==> config.mk <==
export PLATFORM = sky130hd
export DESIGN_NAME = irq_bus_scheduler_flat
export DESIGN_NICKNAME = d
export VERILOG_FILES = /design/src/rtl/irq_bus_scheduler_if.sv /design/src/rtl/irq_bus_scheduler.sv /design/src/flat_wrapper.sv
export SDC_FILE = /design/constraint.sdc
export NUM_CORES = 1
export LEC_CHECK = 0
export BUFFER_PORTS_ARGS = -buffer_cell sky130_fd_sc_hd__buf_2
export CORE_ASPECT_RATIO = 1.1
export CORE_MARGIN = 1
export CORE_UTILIZATION = 51
export CTS_BUF_LIST = sky130_fd_sc_hd__clkbuf_16
export DETAILED_ROUTE_END_ITERATION = 16
export PLACE_DENSITY = 0.8
export SYNTH_ARGS = -nofsm -noshare
export SYNTH_HDL_FRONTEND = slang
export SYNTH_SLANG_ARGS = --single-unit
==> constraint.sdc <==
create_clock -name clk -period 2.3 [get_ports clk]
set_input_delay 0.23 -clock clk [delete_from_list [all_inputs] [get_ports clk]]
set_output_delay 0.23 -clock clk [all_outputs]
set_load 0.05 [all_outputs]
==> src/rtl/irq_bus_scheduler_if.sv <==
// irq_bus_scheduler_if
//   Bundles the request/grant signals of irq_bus_scheduler.
//   master : request source / grant consumer (drives en, req_*, irq_ack)
//   slave  : the scheduler (drives irq_valid, irq_bus, irq_chan, pend_*, timeout_err)
//   en          channel enable shared by all buses
//   req_a/b/c   request pulses, one bit per channel
//   irq_ack     consumer accepts the current grant
//   irq_valid   grant presented
//   irq_bus     granted bus (0=A 1=B 2=C)
//   irq_chan    granted channel index
//   pend_a/b/c  raw pending registers
//   timeout_err one-cycle pulse when a grant times out
interface irq_bus_scheduler_if #(
   parameter int unsigned NCH = 9
);
   logic [NCH-1:0] en;
   logic [NCH-1:0] req_a;
   logic [NCH-1:0] req_b;
   logic [NCH-1:0] req_c;
   logic           irq_ack;
   logic           irq_valid;
   logic [1:0]     irq_bus;
   logic [3:0]     irq_chan;
   logic [NCH-1:0] pend_a;
   logic [NCH-1:0] pend_b;
   logic [NCH-1:0] pend_c;
   logic           timeout_err;

   modport master (
      output en, req_a, req_b, req_c, irq_ack,
      input  irq_valid, irq_bus, irq_chan, pend_a, pend_b, pend_c, timeout_err
   );

   modport slave (
      input  en, req_a, req_b, req_c, irq_ack,
      output irq_valid, irq_bus, irq_chan, pend_a, pend_b, pend_c, timeout_err
   );
endinterface

==> src/rtl/irq_bus_scheduler.sv <==
// irq_bus_scheduler
//   Latches request pulses from buses A/B/C, masks them with the shared
//   channel enable and grants one request at a time (A > B > C, lowest
//   channel first) under a valid/ack handshake with an ack timeout.
//   clk    rising-edge clock
//   rst_n  asynchronous active-low reset
//   bus    irq_bus_scheduler_if.slave (requests in, grant/pending out)
module irq_bus_scheduler #(
   parameter int unsigned NCH         = 9,
   parameter int unsigned ACK_TIMEOUT = 15
) (
   input logic                clk,
   input logic                rst_n,
   irq_bus_scheduler_if.slave bus
);

   typedef enum logic {
      ST_IDLE,
      ST_GRANT
   } state_t;

   state_t         r_state;
   logic [7:0]     r_timer;
   logic           r_valid;
   logic [1:0]     r_bus;
   logic [3:0]     r_chan;
   logic           r_timeout;
   logic [NCH-1:0] r_pend_a;
   logic [NCH-1:0] r_pend_b;
   logic [NCH-1:0] r_pend_c;

   logic [NCH-1:0] w_elig_a;
   logic [NCH-1:0] w_elig_b;
   logic [NCH-1:0] w_elig_c;
   logic           w_found;
   logic [1:0]     w_win_bus;
   logic [3:0]     w_win_chan;
   logic           w_accept;
   logic [NCH-1:0] w_onehot;
   logic [NCH-1:0] w_clr_a;
   logic [NCH-1:0] w_clr_b;
   logic [NCH-1:0] w_clr_c;

   assign w_elig_a = r_pend_a & bus.en;
   assign w_elig_b = r_pend_b & bus.en;
   assign w_elig_c = r_pend_c & bus.en;

   // Scan lowest priority first so that later hits override earlier ones:
   // the final winner is the highest bus, lowest channel.
   always_comb begin
      w_found    = 1'b0;
      w_win_bus  = 2'd0;
      w_win_chan = 4'd0;
      for (int unsigned i = NCH; i > 0; i--) begin
         if (w_elig_c[i-1]) begin
            w_found    = 1'b1;
            w_win_bus  = 2'd2;
            w_win_chan = 4'(i - 1);
         end
      end
      for (int unsigned i = NCH; i > 0; i--) begin
         if (w_elig_b[i-1]) begin
            w_found    = 1'b1;
            w_win_bus  = 2'd1;
            w_win_chan = 4'(i - 1);
         end
      end
      for (int unsigned i = NCH; i > 0; i--) begin
         if (w_elig_a[i-1]) begin
            w_found    = 1'b1;
            w_win_bus  = 2'd0;
            w_win_chan = 4'(i - 1);
         end
      end
   end

   assign w_accept = (r_state == ST_GRANT) && bus.irq_ack;

   always_comb begin
      w_onehot = '0;
      for (int unsigned i = 0; i < NCH; i++) begin
         if (r_chan == 4'(i)) w_onehot[i] = 1'b1;
      end
   end

   assign w_clr_a = (w_accept && r_bus == 2'd0) ? w_onehot : '0;
   assign w_clr_b = (w_accept && r_bus == 2'd1) ? w_onehot : '0;
   assign w_clr_c = (w_accept && r_bus == 2'd2) ? w_onehot : '0;

   always_ff @(posedge clk or negedge rst_n) begin
      if (!rst_n) begin
         r_state   <= ST_IDLE;
         r_timer   <= '0;
         r_valid   <= 1'b0;
         r_bus     <= '0;
         r_chan    <= '0;
         r_timeout <= 1'b0;
         r_pend_a  <= '0;
         r_pend_b  <= '0;
         r_pend_c  <= '0;
      end else begin
         // Clear first, then OR in new requests: a same-cycle request survives the ack.
         r_pend_a  <= (r_pend_a & ~w_clr_a) | bus.req_a;
         r_pend_b  <= (r_pend_b & ~w_clr_b) | bus.req_b;
         r_pend_c  <= (r_pend_c & ~w_clr_c) | bus.req_c;
         r_timeout <= 1'b0;
         case (r_state)
            ST_IDLE: begin
               if (w_found) begin
                  r_valid <= 1'b1;
                  r_bus   <= w_win_bus;
                  r_chan  <= w_win_chan;
                  r_timer <= '0;
                  r_state <= ST_GRANT;
               end
            end
            ST_GRANT: begin
               if (bus.irq_ack) begin
                  r_valid <= 1'b0;
                  r_state <= ST_IDLE;
               end else if (r_timer == 8'(ACK_TIMEOUT - 1)) begin
                  r_timeout <= 1'b1;
                  r_valid   <= 1'b0;
                  r_state   <= ST_IDLE;
               end else begin
                  r_timer <= r_timer + 8'd1;
               end
            end
            default: begin
               r_valid <= 1'b0;
               r_state <= ST_IDLE;
            end
         endcase
      end
   end

   assign bus.irq_valid   = r_valid;
   assign bus.irq_bus     = r_bus;
   assign bus.irq_chan    = r_chan;
   assign bus.timeout_err = r_timeout;
   assign bus.pend_a      = r_pend_a;
   assign bus.pend_b      = r_pend_b;
   assign bus.pend_c      = r_pend_c;

endmodule

==> src/flat_wrapper.sv <==
// flat-port wrapper written by rule: the top's interface ports become plain ports
module irq_bus_scheduler_flat 
#(
   parameter int unsigned NCH         = 9,
   parameter int unsigned ACK_TIMEOUT = 15
)
  (clk, rst_n, bus_en, bus_req_a, bus_req_b, bus_req_c, bus_irq_ack, bus_irq_valid, bus_irq_bus, bus_irq_chan, bus_pend_a, bus_pend_b, bus_pend_c, bus_timeout_err);
  irq_bus_scheduler_if #(.NCH(NCH)) bus_i ();
  input logic clk;
  input logic rst_n;
  input wire logic [$bits(bus_i.en)-1:0] bus_en;
  input wire logic [$bits(bus_i.req_a)-1:0] bus_req_a;
  input wire logic [$bits(bus_i.req_b)-1:0] bus_req_b;
  input wire logic [$bits(bus_i.req_c)-1:0] bus_req_c;
  input wire logic [$bits(bus_i.irq_ack)-1:0] bus_irq_ack;
  output wire logic [$bits(bus_i.irq_valid)-1:0] bus_irq_valid;
  output wire logic [$bits(bus_i.irq_bus)-1:0] bus_irq_bus;
  output wire logic [$bits(bus_i.irq_chan)-1:0] bus_irq_chan;
  output wire logic [$bits(bus_i.pend_a)-1:0] bus_pend_a;
  output wire logic [$bits(bus_i.pend_b)-1:0] bus_pend_b;
  output wire logic [$bits(bus_i.pend_c)-1:0] bus_pend_c;
  output wire logic [$bits(bus_i.timeout_err)-1:0] bus_timeout_err;
  assign bus_i.en = bus_en;
  assign bus_i.req_a = bus_req_a;
  assign bus_i.req_b = bus_req_b;
  assign bus_i.req_c = bus_req_c;
  assign bus_i.irq_ack = bus_irq_ack;
  assign bus_irq_valid = bus_i.irq_valid;
  assign bus_irq_bus = bus_i.irq_bus;
  assign bus_irq_chan = bus_i.irq_chan;
  assign bus_pend_a = bus_i.pend_a;
  assign bus_pend_b = bus_i.pend_b;
  assign bus_pend_c = bus_i.pend_c;
  assign bus_timeout_err = bus_i.timeout_err;
  irq_bus_scheduler #(.NCH(NCH), .ACK_TIMEOUT(ACK_TIMEOUT)) u_core (.clk(clk), .rst_n(rst_n), .bus(bus_i));
endmodule
==> reports/results.txt <==
status: complete, no violations
WP buf/inv: 0
Fillers: 375
Core ar.: 0.00432 mm2
internal reg-to-reg setup slack: 0.25 ns
Crit-path slowest cell: a222oi_1
Die Span Y: 72.7 um
first-pass GRT wire length: 9.60 mm
hold_ws: 0.119 ns
total CTS buffers: 5
sequential area share after synthesis: 47.5%
WL/cell: 15.9 um
Worst VDD drop: 0.000507 V
ant diodes: 0
Worst Setup End Kind: register
vias in the first global route: 2054
LEAKAGE: 1.21 nW
DR iter-0 viols: 221
count of nets after finishing: 371
CP Data Arrival Time: 2.25 ns
post-synth top area cell: dfrtp_1
Rows: 25
P&R area growth vs syn: 26.1%
clk_lat worst skew: 0.28 ns
crit path launch type: register
CTS root buf: clkbuf_16
layout cells sized above 1: 27.5%
CTS H-tree depth: 2
Crit path largest cell delay: 0.44 ns
highest net fanout along the worst path: 9
# IOs: 74
area of the mapped netlist: 0.00232 mm2
Post-synth EDFFs: 0
top cell type's share of synthesized area: 47.5%
initial antenna violation count: 0
vias post-DR: 2288
Final Max Tran Viols: 0
Routability Congestion: 0.931
R2R depth: 6
Async S/R FF share, synth: 100%
drt drc: 0
Routed met1 length: 2.69 mm
Crit path max-delay family: simple AND/OR/NAND/NOR gates
Power Dens Cells: 674 mW/mm2
Max Fclk: 488 MHz
HPWL Detailed: 4.58 mm
TNS Setup: 0 ns
WHS Endpoint: u_core.bus.pend_b[7]
vias per cell: 5.94
CTS tree: built
top routing layer in use: met4
largest net degree at the start of global routing: 25
clock slew at reported path FFs: 0.06 ns
Yosys cell types: 41
hold depth: 2
Die ar.: 0.00481 mm2
initial core utilization: 53.7%
Yosys Warn Count: 0
Max Root-Sink Buffers: 2
Avg Inst Size Synth: 9.34 um2
syn_nets: 289
Clock Sinks: 44
grt ovf: 0
total of max-cap violations: 0
Mapped Cells: 248
met2 routed WL: 2.94 mm
most common flop cell mapped by yosys: dfrtp_1
RSZ-0062 raised after global routing: false
register bit count reported by yosys: 44
clock skew: 0.00414 ns
ratio of final minimum period to clock period: 89.1%
CP Cell Sequence: a222oi_1 -> nand4_1 -> and4bb_4 -> and3_1 -> o21ai_1 -> o21ai_0
time the worst path needs with I/O delays and setup: 2.05 ns
Routed WL: 6.14 mm
DIE WIDTH: 66.3 um
Detailed Routing Iterations Pass 1: 5
main area contributors after synthesis: dfrtp_1 (48%), a21o_1 (8.4%), nand2_1 (8.3%), a22oi_1 (3.6%), o21ai_0 (3.5%)
Worst R2R Start: u_core.bus.pend_b[3]
met3 routed WL: 412 um
Final Setup Violations: 0
port bufs: 73
Least-Margin Pin Slew: 0.568 ns
Final Hold Fails: 0
Relative slew margins: 61.8%
Final ANT Viol Nets: 0
Required @ worst endpoint: 2.50 ns
crit path kind: reg2reg
HP Start: bus_req_b[7]
Crit Reg-Reg Endpoint: u_core.r_timer[1]
Worst Hold Class: in2reg
total track usage: 26.8%
[area by class of cell]
type,count,area (um2),area share [%]
Inverter,8,30.0,1.03
Multi-Input combinational cell,191,1140,39.0
Tap cell,54,67.6,2.31
Sequential cell,44,1100,37.7
Clock inverter,3,37.5,1.29
Clock buffer,5,125,4.28
Timing Repair Buffer,80,420,14.4
[metrics by stage]
stage | utilization [%] | power [mW] | cell area [um2] | instances | setup WS, ns
2_1_floorplan | - | 1.06 | 2320 | 248 | 0.324
3_3_place_gp | 63.7 | 1.18 | 2750 | 376 | 0.338
3_5_place_dp | 63.7 | 1.19 | 2750 | 376 | 0.250
4_1_cts | 67.7 | 1.97 | 2920 | 385 | 0.254
5_1_grt | 67.7 | 2.05 | 2920 | 385 | 0.0867
6_report | 67.7 | 1.97 | 2920 | 385 | 0.251
[how the worst max path moves through the flow]
stage / cells past startpoint / from / end
global placement: 6 / u_core.bus.pend_b[3] / u_core.r_timer[0]
global route: 6 / u_core.bus.pend_b[3] / u_core.r_timer[1]
finish: 6 / u_core.bus.pend_b[3] / u_core.r_timer[1]
detailed placement: 6 / u_core.bus.pend_b[3] / u_core.r_timer[6]
CTS: 6 / u_core.bus.pend_b[3] / u_core.r_timer[3]
floorplan: 7 / u_core.bus.pend_b[3] / u_core.r_timer[0]
[layout by cell type (no fill, tap or decap), drive strengths merged, types with 5 or more instances in the layout]
cell type  netlist  layout
a21oi            7       7
buf              5      79
dfrtp           44      44
nand2b           5       5
o21ai           20      20
nor3             6       6
nor2             9       9
nand4            8       8
a21o            26      26
nand2           51      51
xor2             6       6
a22oi           11      11
inv              8       8
clkbuf           0       5
[Yosys cell counts (3+ instances only)]
cell      count
and3_1        3
nor4_1        3
a32oi_1       3
a22oi_1      11
nand4_1       8
inv_1         8
o21ai_0      16
a21oi_1       6
o21ai_1       4
a31oi_1       4
xor2_1        6
nor3_1        6
nor2_1        9
buf_6         3
nand2_1      51
nand2b_1      5
nand3_1       3
dfrtp_1      44
a21o_1       26
[metal layers]
layer  GRT usage (%)  vias up
met5               0        -
met4            9.69        0
met3            6.09       12
met2            42.4       99
met1            36.0     1095
li1                -     1082
[flip-flops by register name (all words and copies together), names as in the netlist]
name                    count
u_core.bus.pend_b           9
u_core.r_timer              8
u_core.r_state              1
u_core.bus.irq_valid        1
u_core.bus.pend_c           9
u_core.bus.timeout_err      1
u_core.bus.irq_chan         4
u_core.bus.pend_a           9
u_core.bus.irq_bus          2
[power breakdown]
group          switching (mW)  internal, mW  total [mW]
Clock                   0.285         0.505       0.789
Sequential             0.0584         0.810       0.868
Combinational           0.203         0.107       0.310
[worst register-to-register path, stage by stage (launching register included)]
cell and delay [ns]:
dfrtp_1 0.43, a222oi_1 0.44, nand4_1 0.20, and4bb_4 0.36
and3_1 0.37, o21ai_1 0.09, o21ai_0 0.08
[what timing repair did]
item	4_1_cts	5_1_grt
resized for setup	0	0
buffers inserted	0	0
endpoints found under the setup margin	0	0
hold endpoints to repair	20	0
hold buffers	1	0
[cells by family after synthesis]
logic type | after synthesis | share of synthesized area, %
AND/OR/NAND/NOR | 100 | 21.0
buffers and inverters | 13 | 3.30
adder cells (fa/ha/maj) | 2 | 1.08
AO/OA/AOI/OAI | 83 | 24.8
flip-flops | 44 | 47.5
XOR/XNOR | 6 | 2.27
Note: power is estimated with default switching activity, not from simulation.
